==> src/rtl/pipe_hazard_unit.sv <==
// Decode-stage hazard unit for an in-order pipeline.
// Each in-flight register write gets a scoreboard entry. Entry 0 is the
// instruction in EX; entry STAGES-1 is the oldest, in writeback. Decode
// sources are matched against the entries to pick a forwarding source or to
// request a load-use stall. A saturating counter records stalled advances.
module pipe_hazard_unit #(
   parameter int REG_W       = 5,
   parameter int STAGES      = 3,
   parameter int LOAD_LAT    = 1,
   parameter int FLUSH_DEPTH = 0,
   parameter int CNT_W       = 32,
   localparam int SEL_W      = (STAGES > 2) ? $clog2(STAGES) : 1
) (
   input  logic              CLK,
   input  logic              RST,
   input  logic              adv,
   input  logic              flush,
   input  logic              id_valid,
   input  logic [REG_W-1:0]  id_rs,
   input  logic [REG_W-1:0]  id_rt,
   input  logic              id_rs_used,
   input  logic              id_rt_used,
   input  logic              id_wen,
   input  logic [REG_W-1:0]  id_dest,
   input  logic              id_load,
   output logic              stall,
   output logic              fwd_a_en,
   output logic [SEL_W-1:0]  fwd_a_sel,
   output logic              fwd_b_en,
   output logic [SEL_W-1:0]  fwd_b_sel,
   output logic [STAGES-1:0] inflight,
   output logic [CNT_W-1:0]  stall_cnt
);

   // Scoreboard entries; index 0 is the youngest.
   logic [STAGES-1:0] ent_vld;
   logic [STAGES-1:0] ent_ld;
   logic [REG_W-1:0]  ent_dest [STAGES];
   logic [CNT_W-1:0]  cnt_q;

   logic              a_hit, a_rdy;
   logic [SEL_W-1:0]  a_idx;
   logic              b_hit, b_rdy;
   logic [SEL_W-1:0]  b_idx;
   logic              issue;

   // Youngest-match search for both sources. The loop walks from oldest to
   // youngest so the last hit, the lowest index, wins. Register 0 never
   // matches because it is hard-wired in the register file.
   always_comb begin
      a_hit = 1'b0;
      a_rdy = 1'b0;
      a_idx = '0;
      b_hit = 1'b0;
      b_rdy = 1'b0;
      b_idx = '0;
      for (int k = STAGES - 1; k >= 0; k--) begin
         if (ent_vld[k] && id_rs_used && (id_rs != '0) && (ent_dest[k] == id_rs)) begin
            a_hit = 1'b1;
            a_idx = SEL_W'(k);
            a_rdy = !ent_ld[k] || (k >= LOAD_LAT);
         end
         if (ent_vld[k] && id_rt_used && (id_rt != '0) && (ent_dest[k] == id_rt)) begin
            b_hit = 1'b1;
            b_idx = SEL_W'(k);
            b_rdy = !ent_ld[k] || (k >= LOAD_LAT);
         end
      end
   end

   // Stall and forward decisions. A flush kills the decode instruction, so
   // it can never stall; forwarding is suppressed while stalled because the
   // decode slot will be replayed next cycle anyway.
   always_comb begin
      stall     = id_valid && !flush && ((a_hit && !a_rdy) || (b_hit && !b_rdy));
      fwd_a_en  = a_hit && a_rdy && !stall;
      fwd_b_en  = b_hit && b_rdy && !stall;
      fwd_a_sel = fwd_a_en ? a_idx : '0;
      fwd_b_sel = fwd_b_en ? b_idx : '0;
      issue     = id_valid && id_wen && (id_dest != '0) && !stall && !flush;
   end

   // Scoreboard shift and stall counter; everything holds while adv is low,
   // which also makes a flush wait for the next advance.
   always_ff @(posedge CLK) begin
      if (RST) begin
         ent_vld <= '0;
         ent_ld  <= '0;
         for (int k = 0; k < STAGES; k++) begin
            ent_dest[k] <= '0;
         end
         cnt_q <= '0;
      end else if (adv) begin
         for (int k = 1; k < STAGES; k++) begin
            ent_vld[k]  <= ent_vld[k-1] && !(flush && ((k - 1) < FLUSH_DEPTH));
            ent_ld[k]   <= ent_ld[k-1];
            ent_dest[k] <= ent_dest[k-1];
         end
         ent_vld[0]  <= issue;
         ent_ld[0]   <= issue && id_load;
         ent_dest[0] <= id_dest;
         if (stall && !(&cnt_q)) begin
            cnt_q <= cnt_q + CNT_W'(1);
         end
      end
   end

   assign inflight  = ent_vld;
   assign stall_cnt = cnt_q;

endmodule
==> config.mk <==
export PLATFORM = sky130hd
export DESIGN_NAME = pipe_hazard_unit
export DESIGN_NICKNAME = d
export VERILOG_FILES = /design/src/rtl/pipe_hazard_unit.sv
export SDC_FILE = /design/constraint.sdc
export NUM_CORES = 1
export LEC_CHECK = 0
export CORE_ASPECT_RATIO = 0.6
export CORE_UTILIZATION = 30
export CTS_BUF_LIST = sky130_fd_sc_hd__clkbuf_8
export DETAILED_ROUTE_END_ITERATION = 8
export PLACE_DENSITY = 0.5
export SLEW_MARGIN = 0
export SYNTH_ARGS = -nofsm -noshare
export SYNTH_HDL_FRONTEND = slang
export SYNTH_SLANG_ARGS = --single-unit
export TNS_END_PERCENT = 1
==> constraint.sdc <==
create_clock -name CLK -period 2 [get_ports CLK]
set_input_delay 0.3 -clock CLK [delete_from_list [all_inputs] [get_ports CLK]]
set_output_delay 0.3 -clock CLK [all_outputs]
set_load 0.03 [all_outputs]
==> impl_metrics.ini, run 1 <==
[floorplan]
start_util = 0.3119
num_rows = 27
die-area_um2 = 9997
chipWidth_um = 128.4
core_region_area_um2 = 9223
die_h_um = 77.85
io_pins = 66

[worst_setup_path]
worstPathArrival_ns = 2.25
worstPathRequired_ns = 1.70
r2r_slack_ns = -0.48
path_depth = 9
crit_path_max_fanout = 3
worst-r2r-cell-count = 9
crit_top_cell = buf_6
critical_path_buf_inv_count = 3
cp_slowest_cell = edfxtp_1
cp_top_family = simple AND/OR/NAND/NOR gates
crit-reg2reg-launch = ent_dest[0][4]
reg2reg_to = stall_cnt[18]
critPathMaxStageDelay_ns = 0.52
crit_chain = xor2_1 -> nor4_1 -> buf_4 -> and4b_2 -> buf_6 -> a21o_1 -> nand2_1 -> and3_4 -> buf_6
endpoint = fwd_a_sel[1]
cp-end-kind = output port
path_class = reg -> out
cp-start-kind = flip-flop
setup.worst_path.start = ent_dest[0][4]

[placement]
placed_cell_area_um2 = 4372
port-buffer-count = 65
gp_congestion = 0.8689
hpwlAfterDp_um = 7075

[cts]
htree_levels = 2
cts-root-buf = clkbuf_8
clk_pin_slew_ns = 0.11
cts_buffers = 5
cts_tree = built
cts_buffer_depth = 2
cts_sinks = 51
clock_latency_ns = 0.33

[timing]
fmax_mhz = 391.9
rsz0062_at_grt = true
relSlewSlack = 0.6962
post-route-period-util = 1.276
skew_ns = 0.01168
max_slew.worst_pin.slew_ns = 0.4515
fin_crit_ns = 2.552
setup_violations = 39
hold_viol_final = 0
fin_ws_ns = -0.5517
finalMaxSlewViolations = 0

[synthesis]
synth_nets = 328
synth_ff_type = dfxtp_1
yosysWarningCount = 0
synth_edf_count = 15
syn_area_per_cell_um2 = 9.493
synth_cell_types = 49
netlist_area_um2 = 2877
ys_ff_latch = 51
synth-async-reset-ratio = 0
synth_cells = 303
seq_area_frac_synth = 0.4071

[global_routing]
grt_usage = 0.1899
grt_overflow_total = 0
grt-busiest-layer = met1
first_global_vias = 2651
grt.met3_usage = 0.04207
antenna_found_initial = 0
met1_usage = 0.3085
grt_first_pass_wirelength_um = 14280
grt_use_met2 = 0.2389
grt_max_degree = 25

[cells_and_area]
final_common_cell = buf_4
most-common-layout-cells = 86 x buf_4, 50 x clkdlybuf4s50_1, 20 x dfxtp_1, 19 x xor2_1
fillers = 854
design_area_um2 = 4732
drive_above_1_share = 0.3720
synthToLayoutAreaGrowth_pct = 64.51
final_nets = 481
n_antenna_cell = 0
utilization = 0.5131

[power]
power.density_nw_per_um2 = 451.5
p_leak_uw = 0.001789
vdd_drop_max_v = 0.0002615

[detailed_routing]
via_per_inst = 4.908
wirelength_um = 9244
antenna_left = 0
drt_iter0_drc = 192
drt_first_pass_iters = 4
via_count = 2881
wl_per_cell_um = 15.75
drc = 0

[run_status]
failed_checks = negative setup slack
status = finished with violations

[worst_hold_path]
hold_path_class = reg -> reg
hp-start = stall_cnt[19]

[job]
max_cap_violations = 0
-- metrics by stage --
stage               instances  TNS [ns]  total power (µW)  setup slack (ns)  hold slack [ns]
global placement          571    -27.38              1362           -0.9551           0.5123
detailed placement        571    -29.04              1363           -0.9827           0.5196
CTS                       587    -14.75              2146           -0.5330           0.5409
finish                    587    -15.53              2136           -0.5517           0.5498
floorplan                 303    -4.112              1216           -0.2005           0.4256
global route              587    -20.61              2213           -0.7002           0.5737
-- power breakdown --
| part | switching [µW] | internal, µW |
|---|---|---|
| logic | 120 | 135 |
| clock network | 396 | 378 |
| registers | 26.9 | 1080 |
-- Yosys cell counts, drive strengths merged (3+ instances only) --
cell type | number | area share
nand4 | 11 | 0.026
xor2 | 21 | 0.064
or4 | 15 | 0.040
xnor2 | 14 | 0.043
buf | 7 | 0.027
nor3 | 3 | 0.0052
clkbuf | 5 | 0.0065
nor2b | 7 | 0.015
and3 | 5 | 0.011
and4 | 5 | 0.015
dfxtp | 36 | 0.25
a21oi | 25 | 0.043
and2 | 18 | 0.039
nor4 | 7 | 0.017
nand3 | 13 | 0.023
o21ai | 13 | 0.027
inv | 3 | 0.0039
nand2 | 15 | 0.020
or3 | 10 | 0.022
mux2i | 3 | 0.010
edfxtp | 15 | 0.16
o31ai | 11 | 0.029
nor2 | 15 | 0.020
-- layer usage --
| layer | wire [µm] | part of all wire |
|---|---|---|
| met1 | 5165 | 0.56 |
| met5 | 0 | 0 |
| met4 | 103 | 0.011 |
| met3 | 565 | 0.061 |
| met2 | 3410 | 0.37 |
-- timing repair --
item,in CTS,in global routing
setup endpoints to repair,41,41
pin swaps,41,1
hold endpoints to repair,0,0
setup buffers,9,0
hold buffers,0,0
gates resized for setup,44,16
-- worst reg2reg max path, cell delays in order, from the launching register on --
cell      delay [ns]
edfxtp_1        0.52
xor2_1          0.22
nor4_4          0.27
and4_4          0.29
buf_12          0.13
buf_8           0.11
o211ai_4        0.08
buf_12          0.17
or4_1           0.50
a21oi_1         0.13
-- cell families after synthesis --
logic type,synth area share
flops,0.4071
xor+xnor,0.1066
compound gates,0.1475
mux,0.01957
fa+ha+maj,0.004349
simple gates,0.2779
buf+inv,0.03697
-- layout make-up --
| type | count | area, µm² | share of cell area |
|---|---|---|---|
| clock buffers | 5 | 68.82 | 0.01454 |
| multi-input cells | 237 | 1819 | 0.3845 |
| inverters | 3 | 11.26 | 0.002380 |
| repair buffers | 158 | 1420 | 0.3001 |
| clock inverters | 3 | 46.29 | 0.009783 |
| flip-flops and latches | 51 | 1204 | 0.2544 |
| well taps | 130 | 162.7 | 0.03437 |
-- how the worst min path moves through the flow --
stage | endpoint | slack (ns) | cells past startpoint
floorplan | ent_ld[0] | 0.43 | 1
global placement | stall_cnt[19] | 0.51 | 2
detailed placement | stall_cnt[20] | 0.52 | 2
CTS | stall_cnt[20] | 0.54 | 2
global route | stall_cnt[19] | 0.57 | 2
finish | stall_cnt[19] | 0.55 | 2
-- state kept, by name (all words and copies together) (netlist names) --
register and count:
ent_dest 15, ent_ld 1, inflight 3, stall_cnt 32
(Power assumes the default switching activity.)
==> inputs of run 2 (changes only) <==
--- a/config.mk
+++ b/config.mk
@@ -5,9 +5,11 @@
 export SDC_FILE = /design/constraint.sdc
 export NUM_CORES = 1
 export LEC_CHECK = 0
+export ABC_CLOCK_PERIOD_IN_PS = 2000
 export CORE_ASPECT_RATIO = 0.6
 export CORE_UTILIZATION = 30
 export CTS_BUF_LIST = sky130_fd_sc_hd__clkbuf_8
+export CTS_CLUSTER_DIAMETER = 30
 export DETAILED_ROUTE_END_ITERATION = 8
 export PLACE_DENSITY = 0.5
 export SLEW_MARGIN = 0
==> results of run 2 <==
No change in the layout: final DEF, timing and power equal those of run 1.
